`src/rtl/ahb_sram_ctrl.sv`:
```
// AHB-Lite slave in front of a single-port synchronous SRAM with registered read data.
// Handles the read-after-write port conflict with one wait state and signals bad transfers as a two-cycle ERROR.
module ahb_sram_ctrl #(
  parameter int DATA_W = 32,
  parameter int DEPTH  = 64,
  parameter int ADDR_W = $clog2(DEPTH)
) (
  input  logic              clk,
  input  logic              rst,
  input  logic              hsel,
  input  logic [31:0]       haddr,
  input  logic [1:0]        htrans,
  input  logic              hwrite,
  input  logic [2:0]        hsize,
  input  logic              hready_in,
  input  logic [DATA_W-1:0] hwdata,
  output logic [DATA_W-1:0] hrdata,
  output logic              hreadyout,
  output logic              hresp,
  output logic              sram_csen_n,
  output logic              sram_we,
  output logic [ADDR_W-1:0] sram_addr,
  output logic [DATA_W-1:0] sram_din,
  input  logic [DATA_W-1:0] sram_dout
);

  typedef enum logic [2:0] {IDLE, WRITE, READ, RD_WAIT, ERR1, ERR2} state_t;

  localparam logic [31:0] LIMIT = 32'(DEPTH) << 2;

  state_t            state, state_nxt;
  logic [ADDR_W-1:0] idx_p1, idx_nxt;
  logic [ADDR_W-1:0] word;
  logic              acc, bad;

  assign acc  = hsel & hready_in & htrans[1];
  assign word = haddr[ADDR_W+1:2];
  assign bad  = (hsize != 3'b010) | (haddr[1:0] != 2'b00) | (haddr >= LIMIT);

  always_comb begin
    state_nxt   = state;
    idx_nxt     = idx_p1;
    hreadyout   = 1'b1;
    hresp       = 1'b0;
    hrdata      = '0;
    sram_csen_n = 1'b1;
    sram_we     = 1'b0;
    sram_addr   = '0;
    sram_din    = '0;

    case (state)
      WRITE: begin
        sram_csen_n = 1'b0;
        sram_we     = 1'b1;
        sram_addr   = idx_p1;
        sram_din    = hwdata;
      end
      READ: hrdata = sram_dout;
      RD_WAIT: begin
        hreadyout   = 1'b0;
        sram_csen_n = 1'b0;
        sram_addr   = idx_p1;
        state_nxt   = READ;
      end
      ERR1: begin
        hreadyout = 1'b0;
        hresp     = 1'b1;
        state_nxt = ERR2;
      end
      ERR2: hresp = 1'b1;
      default: ;
    endcase

    // A new address phase is taken in every state that is driving hreadyout high.
    if (state != RD_WAIT && state != ERR1) begin
      state_nxt = IDLE;
      if (acc) begin
        if (bad) begin
          state_nxt = ERR1;
        end else if (hwrite) begin
          idx_nxt   = word;
          state_nxt = WRITE;
        end else if (state == WRITE) begin
          idx_nxt   = word;
          state_nxt = RD_WAIT;
        end else begin
          sram_csen_n = 1'b0;
          sram_addr   = word;
          state_nxt   = READ;
        end
      end
    end

    // Reset forces quiet outputs at once so a pending write never reaches the SRAM.
    if (rst) begin
      hreadyout   = 1'b1;
      hresp       = 1'b0;
      hrdata      = '0;
      sram_csen_n = 1'b1;
      sram_we     = 1'b0;
      sram_addr   = '0;
      sram_din    = '0;
    end
  end

  always_ff @(posedge clk or posedge rst) begin
    if (rst) state <= IDLE;
    else     state <= state_nxt;
  end

  always_ff @(posedge clk) begin
    idx_p1 <= idx_nxt;
  end

endmodule

```
`config.mk`:
```
export PLATFORM = sky130hd
export DESIGN_NAME = ahb_sram_ctrl
export DESIGN_NICKNAME = d
export VERILOG_FILES = /design/src/rtl/ahb_sram_ctrl.sv
export SDC_FILE = /design/constraint.sdc
export NUM_CORES = 1
export LEC_CHECK = 0
export CAP_MARGIN = 20
export CORE_MARGIN = 4
export CORE_UTILIZATION = 24
export CTS_CLUSTER_DIAMETER = 40
export DETAILED_ROUTE_END_ITERATION = 6
export PLACE_DENSITY = 0.95
export SLEW_MARGIN = 0
export SYNTH_ARGS = -nofsm -noshare
export SYNTH_HDL_FRONTEND = slang
export SYNTH_SLANG_ARGS = --single-unit
```
`constraint.sdc`:
```
create_clock -name clk -period 4.3 [get_ports clk]
set_input_delay 0.86 -clock clk [delete_from_list [all_inputs] [get_ports clk]]
set_output_delay 0.86 -clock clk [all_outputs]
set_load 0.02 [all_outputs]
```
After elaboration in Yosys (flattened, before gate mapping)

Index checks and enable logic that the tools add are counted.

Bitwise operators: 5
Muxes and demuxes: 32
Equality and inequality tests: 8
Magnitude comparators: 1
Reductions and logical operators: 8

Operator list:

| operator                                              | count |
|---|---|
| 2-to-1 mux 32 bit                                     | 4 |
| 2-to-1 mux 6 bit                                      | 9 |
| >= comparator 32 x 9 -> 1 bit, second input constant  | 1 |
| 2-to-1 mux 1 bit                                      | 14 |
| 2-to-1 mux 3 bit                                      | 3 |
| equality test 3 x 2 -> 1 bit, second input constant   | 2 |
| equality test 3 bit, second input constant            | 2 |
| inequality test 3 x 2 -> 1 bit, second input constant | 2 |
| one-hot mux 3 bit (2 select lines)                    | 1 |
| OR reduction 2 bit                                    | 3 |
| AND reduction 4 bit                                   | 1 |
| nonzero test 2 bit                                    | 2 |
| equality test 3 x 1 -> 1 bit, second input constant   | 1 |
| inequality test 3 bit, second input constant          | 1 |
| nonzero test 3 bit                                    | 1 |
| bitwise AND 1 bit                                     | 2 |
| 2-to-1 mux 2 bit                                      | 1 |
| OR 1 bit                                              | 2 |
| logical AND 1 bit                                     | 1 |
| NOT 1 bit                                             | 1 |

Output and inout port bits: 74
Logic and storage cells: 56
Register bits after elaboration: 9

Depth between registers and ports, before layout

Gate-level depths: netlist of run 1.

Depth after elaboration: 9
Depth in mapped cells: 4

Least setup slack after synthesis of run 1

No wires, ideal clock.

Path kind: input to output
Start point: input haddr[31]
End point: output sram_addr[0]
Path buffers: 0
Stages on the path: 4
Data required time: 3440 ps
Path slack: 1485 ps
Arrival time: 1955 ps
Path through: nor4_2 > nand4_1 > nor3_4 > a32o_1

Longest elaborated chain between the ends: 6

Ends and longest elaborated chain:

| item                          | RTL line | text |
|---|---|---|
| start: declaration            | 11       | `input logic [31:0] haddr,` |
| >= comparator 32 x 9 -> 1 bit | 38       | `assign bad = (hsize != 3'b010) \| (haddr[1:0] != 2'b00) \| (haddr >= LIMIT);` |
| OR 1 bit                      | 38       |  |
| 2-to-1 mux 6 bit              | 78       | `if (bad) begin` |
| 2-to-1 mux 6 bit              | 77       | `if (acc) begin` |
| 2-to-1 mux 6 bit              | 75       | `if (state != RD_WAIT && state != ERR1) begin` |
| 2-to-1 mux 6 bit              | 95       | `if (rst) begin` |
| end: declaration              | 22       | `output logic [ADDR_W-1:0] sram_addr,` |

Every way passes these cells.

Worst setup path after layout of run 1

Start point: input haddr[27]
End point: output sram_addr[0]

The elaborated chain is that of the path after synthesis.

==> results.py, run 1 <==
metrics = {
    "status": {
        "outcome": "complete, no violations",
    },
    "worst_setup_path": {
        "path_class": "primary input to output pin",
        "worst_r2r_path_depth": 3,
        "crit_path_end_kind": "output pin",
        "reg2reg_slack_ns": 2.84,
        "cp.arrival_ns": 3.10,
        "cp_max_fo": 8,
        "required_ns": 3.44,
        "startpoint_type": "primary input",
    },
    "logic_synthesis": {
        "synth_adder_area_share_pct": 0,
        "ys_seq_area_share_pct": 23.5,
        "ys_top_cells_by_count": "64 x and2_1, 8 x nor4_2, 6 x edfxtp_1",
        "synth-compound-area-share_pct": 13.5,
        "synth_area_leaders": "and2_1 37%, edfxtp_1 17%, nor4_2 9.2%",
        "synth_xor_area_share_pct": 0,
        "synth_area_um2": 1090,
        "synth_top_cell_by_area": "and2_1",
        "yosys.area.top_type_share_pct": 36.8,
        "synth_top_family_by_area": "simple AND/OR/NAND/NOR gates",
        "syn_nets": 236,
        "yosysMostFrequentCell": "and2_1",
        "syn_inst": 130,
        "ys_warn_count": 0,
        "synth_cell_type_count": 31,
        "synth.ff_latch_count": 9,
        "synth_edf_count": 6,
        "synth_mux_area_share_pct": 0,
        "syn_area_per_cell_um2": 8.36,
        "ys_async_sr_fraction_pct": 33.3,
        "synth-simple-area-share_pct": 59.6,
        "ys.flop_type": "edfxtp_1",
    },
    "route": {
        "postRouteAntennaNets": 0,
        "topRoutingLayerUsed": "met4",
        "drt_iter0_markers": 33,
        "routed_wl_mm": 5.16,
        "met1_length_mm": 1.72,
        "vias": 1631,
        "first_pass_iters": 4,
        "routedWlPerCell_um": 14.3,
        "post_drt_via_cell_ratio": 4.53,
        "drc": 0,
        "wl_met3_um": 670,
        "wl_met2_mm": 2.71,
    },
    "finish": {
        "nets": 415,
        "nFillCells": 364,
        "regArea_um2": 255,
        "multiInputGateArea_um2": 803,
        "antennaDiodeCount": 0,
        "drive_above_1_share_pct": 6.82,
        "post-route-util_pct": 67.9,
        "area_growth_pct": 174,
    },
    "clock_tree": {
        "ctsHoldBuffers": 0,
        "htree_levels": 1,
        "clockBufferDepth": 2,
        "numCtsBuffers": 3,
        "cts_tree": "yes",
        "cts_setup_buffers": 0,
        "worstSkewPairLatency_ns": 0.23,
        "path_clk_slew_ns": 0.04,
        "cts.sinks": 9,
        "cts_resized": 0,
        "cts_root_buf": "clkbuf_8",
    },
    "timing": {
        "skew_ns": 0.00120,
        "finalHoldViolCount": 0,
        "worst_pin_slew_ns": 0.625,
        "timing.fmax_ghz": 0.252,
        "fin_setup_tns_ns": 0,
        "slew_viol_final": 0,
        "report.final.setup_viol": 0,
        "relSlewSlack_pct": 58.0,
        "rsz0062_at_grt": "false",
        "finalCriticalPeriod_ns": 3.96,
        "worst_slack_ns": 0.338,
        "period_share_pct": 92.1,
    },
    "grt": {
        "antenna_found_initial": 0,
        "grt_overflow": 0,
        "grt_start_max_net_pins": 34,
        "grt_usage_pct": 16.2,
        "grt_pass1_wl_mm": 7.21,
        "grt_pass1_vias": 1659,
    },
    "floorplanning": {
        "die_x_um": 75.3,
        "core_um2": 4380,
        "rows": 24,
        "die_y_um": 75.3,
        "dieArea_um2": 5670,
        "ioPinCount": 180,
        "start_util_pct": 24.8,
    },
    "power": {
        "ir_drop_mv": 0.125,
        "power_density_nw_per_um2": 197,
        "power.total_w": 0.000586,
        "p_leak_nw": 1.10,
    },
    "placed_design": {
        "routabilityCongestion": 0.840,
        "place_hpwl_mm": 4.61,
        "io_buffer_count": 178,
        "pre_cts_slack_ns": 0.340,
    },
    "hold_path": {
        "worstHoldPathCells": 2,
        "hp-class": "flop to flop",
    },
    "run": {
        "max_cap_violations": 0,
    },
}
[layout make-up]
class,count,area share [%]
clock buffer,4,1.51
inverter,3,0.378
multi-input combinational,112,27.0
sequential,9,8.58
tap,52,2.19
timing repair buffer,180,60.4
[flip-flops by register name, summed over array words and instances (netlist names)]
| name | count |
|---|---|
| idx_p1 | 6 |
| state | 3 |
[per-layer routing]
| layer | vias up | global-route usage (%) |
|---|---|---|
| li1 | 818 | - |
| met1 | 704 | 16.6 |
| met2 | 103 | 32.0 |
| met3 | 6 | 4.88 |
| met4 | 0 | 3.11 |
| met5 | - | 0 |
[path summary, 6_finish.rpt]
path / startpoint / end
worst min-delay path: state[1] / state[1]
worst max-delay path: haddr[27] / sram_addr[0]
worst min register to register: state[1] / state[1]
min in group asynchronous: rst / state[0]
worst max register to register: state[0] / idx_p1[0]
max in group asynchronous: rst / state[1]
[cell families (layout without fill, tap and decap cells)]
kind of cell    after synthesis  in the layout
buf+inv                       9            187
simple gates                 95             95
flops                         9              9
compound gates               17             17
[critical path: stages]
cell and delay [ns]:
clkdlybuf4s50_1 0.41, nor4_2 0.30, nand4_1 0.23, nor3_4 0.42, a32o_1 0.25, clkdlybuf4s50_1 0.61
[stage by stage]
stage / hold WS, ns / std cells / cell area, um^2
after CTS: 0.699 / 360 / 2980
after global routing: 0.803 / 360 / 2980
after floorplan: 0.620 / 130 / 1090
final: 0.693 / 360 / 2980
after detailed placement: 0.686 / 356 / 2930
after global placement: 0.678 / 356 / 2930
[layout by cell type, fill, tap and decap left out, types with 3 or more instances in the layout]
cell / n
a32o_1: 4
and2_1: 64
clkbuf_8: 3
clkdlybuf4s50_1: 178
dfrtp_1: 3
edfxtp_1: 6
nand2_1: 4
nor2_1: 4
nor4_2: 7
[power breakdown]
| group | internal, W | switching [W] |
|---|---|---|
| logic | 0.000208 | 0.000159 |
| registers | 0.000102 | 0.0000205 |
| clock network | 0.0000645 | 0.0000319 |
(Power assumes the default switching activity.)
==> run 2: changes to the inputs <==
Settings changed: ABC_AREA set to 1, CORE_UTILIZATION 24 to 29.
==> run 2 against run 1 <==
- clock skew is 0.0035 ns higher
- sequential power decreased by 11%
- clock power up 2%
- power increased by 12%
- sequential share of layout area is 0.93 points lower
- via count up 38%
- die area rose by 9.3%
- utilization grew 1.9 points
- critical path type unchanged
- largest cell class unchanged
==> results.py, run 2 <==
metrics = {
    "status": {
        "outcome": "complete, no violations",
    },
    "finish": {
        "area_growth_pct": 130,
        "nets": 579,
        "drive_above_1_share_pct": 4.24,
        "layout_commonest_cell": "clkdlybuf4s50_1",
        "final_cell_mix": "178 x clkdlybuf4s50_1, 102 x inv_1, 93 x nor2_1",
        "largest_register_ffs": 6,
        "antennaDiodeCount": 0,
        "largestRegisters": "idx_p1 x6, state x3",
        "regMostFlops": "idx_p1",
    },
    "route": {
        "vias": 2251,
        "topRoutingLayerUsed": "met4",
        "first_pass_iters": 4,
        "routed_wl_mm": 6.52,
        "wl_met3_um": 566,
        "met1_length_mm": 2.17,
        "drt_iter0_markers": 53,
        "wl_met2_mm": 3.60,
        "post_drt_via_cell_ratio": 4.18,
        "routedWlPerCell_um": 12.1,
        "drc": 0,
        "postRouteAntennaNets": 0,
    },
    "power": {
        "power_density_nw_per_um2": 196,
        "p_leak_nw": 1.70,
        "ir_drop_mv": 0.232,
        "power.total_w": 0.000654,
    },
    "grt": {
        "grt_start_max_net_pins": 33,
        "grt_pass1_wl_mm": 10.1,
        "antenna_found_initial": 0,
        "grt_overflow": 0,
        "grt_usage_pct": 20.0,
        "grt_pass1_vias": 2243,
    },
    "worst_setup_path": {
        "required_ns": 3.44,
        "path_class": "primary input to output pin",
        "startpoint_type": "primary input",
        "cp_max_fo": 32,
        "crit_path_end_kind": "output pin",
        "cp.arrival_ns": 2.87,
    },
    "clock_tree": {
        "path_clk_slew_ns": 0.05,
        "cts_tree": "yes",
        "clockBufferDepth": 2,
        "htree_levels": 1,
        "cts.sinks": 9,
        "cts_resized": 0,
        "cts_root_buf": "clkbuf_8",
        "ctsHoldBuffers": 0,
        "worstSkewPairLatency_ns": 0.23,
        "cts_setup_buffers": 0,
        "numCtsBuffers": 3,
    },
    "timing": {
        "report.final.setup_viol": 0,
        "slew_viol_final": 0,
        "finalCriticalPeriod_ns": 3.73,
        "fin_setup_tns_ns": 0,
        "skew_ns": 0.00474,
        "worst_pin_slew_ns": 0.531,
        "rsz0062_at_grt": "false",
        "period_share_pct": 86.7,
        "finalHoldViolCount": 0,
        "whs_ns": 0.628,
        "timing.fmax_ghz": 0.268,
        "relSlewSlack_pct": 64.5,
    },
    "floorplanning": {
        "start_util_pct": 30.3,
        "dieArea_um2": 6200,
        "die_y_um": 78.7,
        "rows": 25,
        "core_um2": 4790,
        "die_x_um": 78.7,
        "ioPinCount": 180,
    },
    "placed_design": {
        "routabilityCongestion": 0.771,
        "place_hpwl_mm": 5.83,
        "io_buffer_count": 178,
    },
    "logic_synthesis": {
        "synth_area_um2": 1450,
        "ys_top_cells_by_count": "102 x inv_1, 93 x nor2_1, 42 x nand2_1",
        "ys.flop_type": "edfxtp_1",
        "ys_seq_area_share_pct": 17.6,
        "yosys.area.top_type_share_pct": 26.4,
        "ys_warn_count": 0,
        "syn_inst": 295,
        "syn_nets": 401,
        "synth_cell_type_count": 20,
        "synth.ff_latch_count": 9,
        "synth_top_cell_by_area": "inv_1",
        "syn_area_per_cell_um2": 4.92,
        "synth_area_leaders": "inv_1 26%, nor2_1 24%, edfxtp_1 12%",
        "synth_edf_count": 6,
        "yosysMostFrequentCell": "inv_1",
        "ys_async_sr_fraction_pct": 33.3,
    },
    "hold_path": {
        "hp-class": "flop to flop",
    },
    "run": {
        "max_cap_violations": 0,
    },
}
[run 2: cell types whose count changed after synthesis, sizes merged, moves of 5 or more]
| cell | delta |
|---|---|
| and2 | -64 |
| inv | +103 |
| a32o | -6 |
| nor4 | -6 |
| nand3 | +9 |
| nor2 | +97 |
| nand4 | +5 |
| nand2 | +41 |
[run 2: final timing paths]
kind | slack [ns] | from | cells after the start | endpoint
worst min-delay path | 0.63 | state[1] | 2 | state[1]
min in group asynchronous | 1.09 | rst | 2 | state[2]
worst max register to register | 2.53 | state[1] | 6 | idx_p1[4]
worst max-delay path | 0.57 | rst | 6 | hrdata[19]
worst min register to register | 0.63 | state[1] | 2 | state[1]
max in group asynchronous | 3.01 | rst | 2 | state[0]
[run 2: area by class of cell]
type / count / area, um^2
clock buffer: 4 / 45.0
fill: 387 / 1450
inverter: 106 / 398
multi-input combinational: 174 / 768
sequential: 9 / 255
tap: 67 / 83.8
timing repair buffer: 179 / 1790
[run 2: report_power, final]
group	total, W	switching [W]	internal (W)
Clock	0.0000982	0.0000335	0.0000646
Sequential	0.000108	0.00000625	0.000101
Combinational	0.000448	0.000232	0.000216
Total	0.000654	0.000272	0.000382
[run 2: layer usage]
layer / track usage [%] / up-vias
met3: 4.08 / 14
met4: 5.59 / 0
li1: - / 1175
met2: 42.3 / 97
met5: 0 / -
met1: 18.9 / 965
[run 2: logic make-up after synthesis]
logic type,Yosys count,share of synthesized area (%)
buffers and inverters,112,29.5
flip-flops,9,17.6
AO/OA/AOI/OAI,4,1.38
AND/OR/NAND/NOR,170,51.6
[run 2: critical path: stages]
cell and delay (ns):
clkdlybuf4s50_1 0.56, inv_1 0.27, nand4_1 0.14, buf_4 0.25, nor2_1 0.14, clkdlybuf4s50_1 0.62
[run 2: per-stage QoR]
stage	instance area (um^2)	utilization [%]	worst slack (ns)	instances
floorplan	1450	-	1.56	295
global placement	3290	68.8	0.617	535
detailed placement	3290	68.8	0.565	535
CTS	3340	69.8	0.559	539
global route	3340	69.8	0.397	539
finish	3340	69.8	0.570	539
==> run 3: changes to the inputs <==
Settings changed: SLEW_MARGIN 0 to 20.
==> results of run 3 <==
The final DEF is identical to that of run 2; final timing and power are the same.
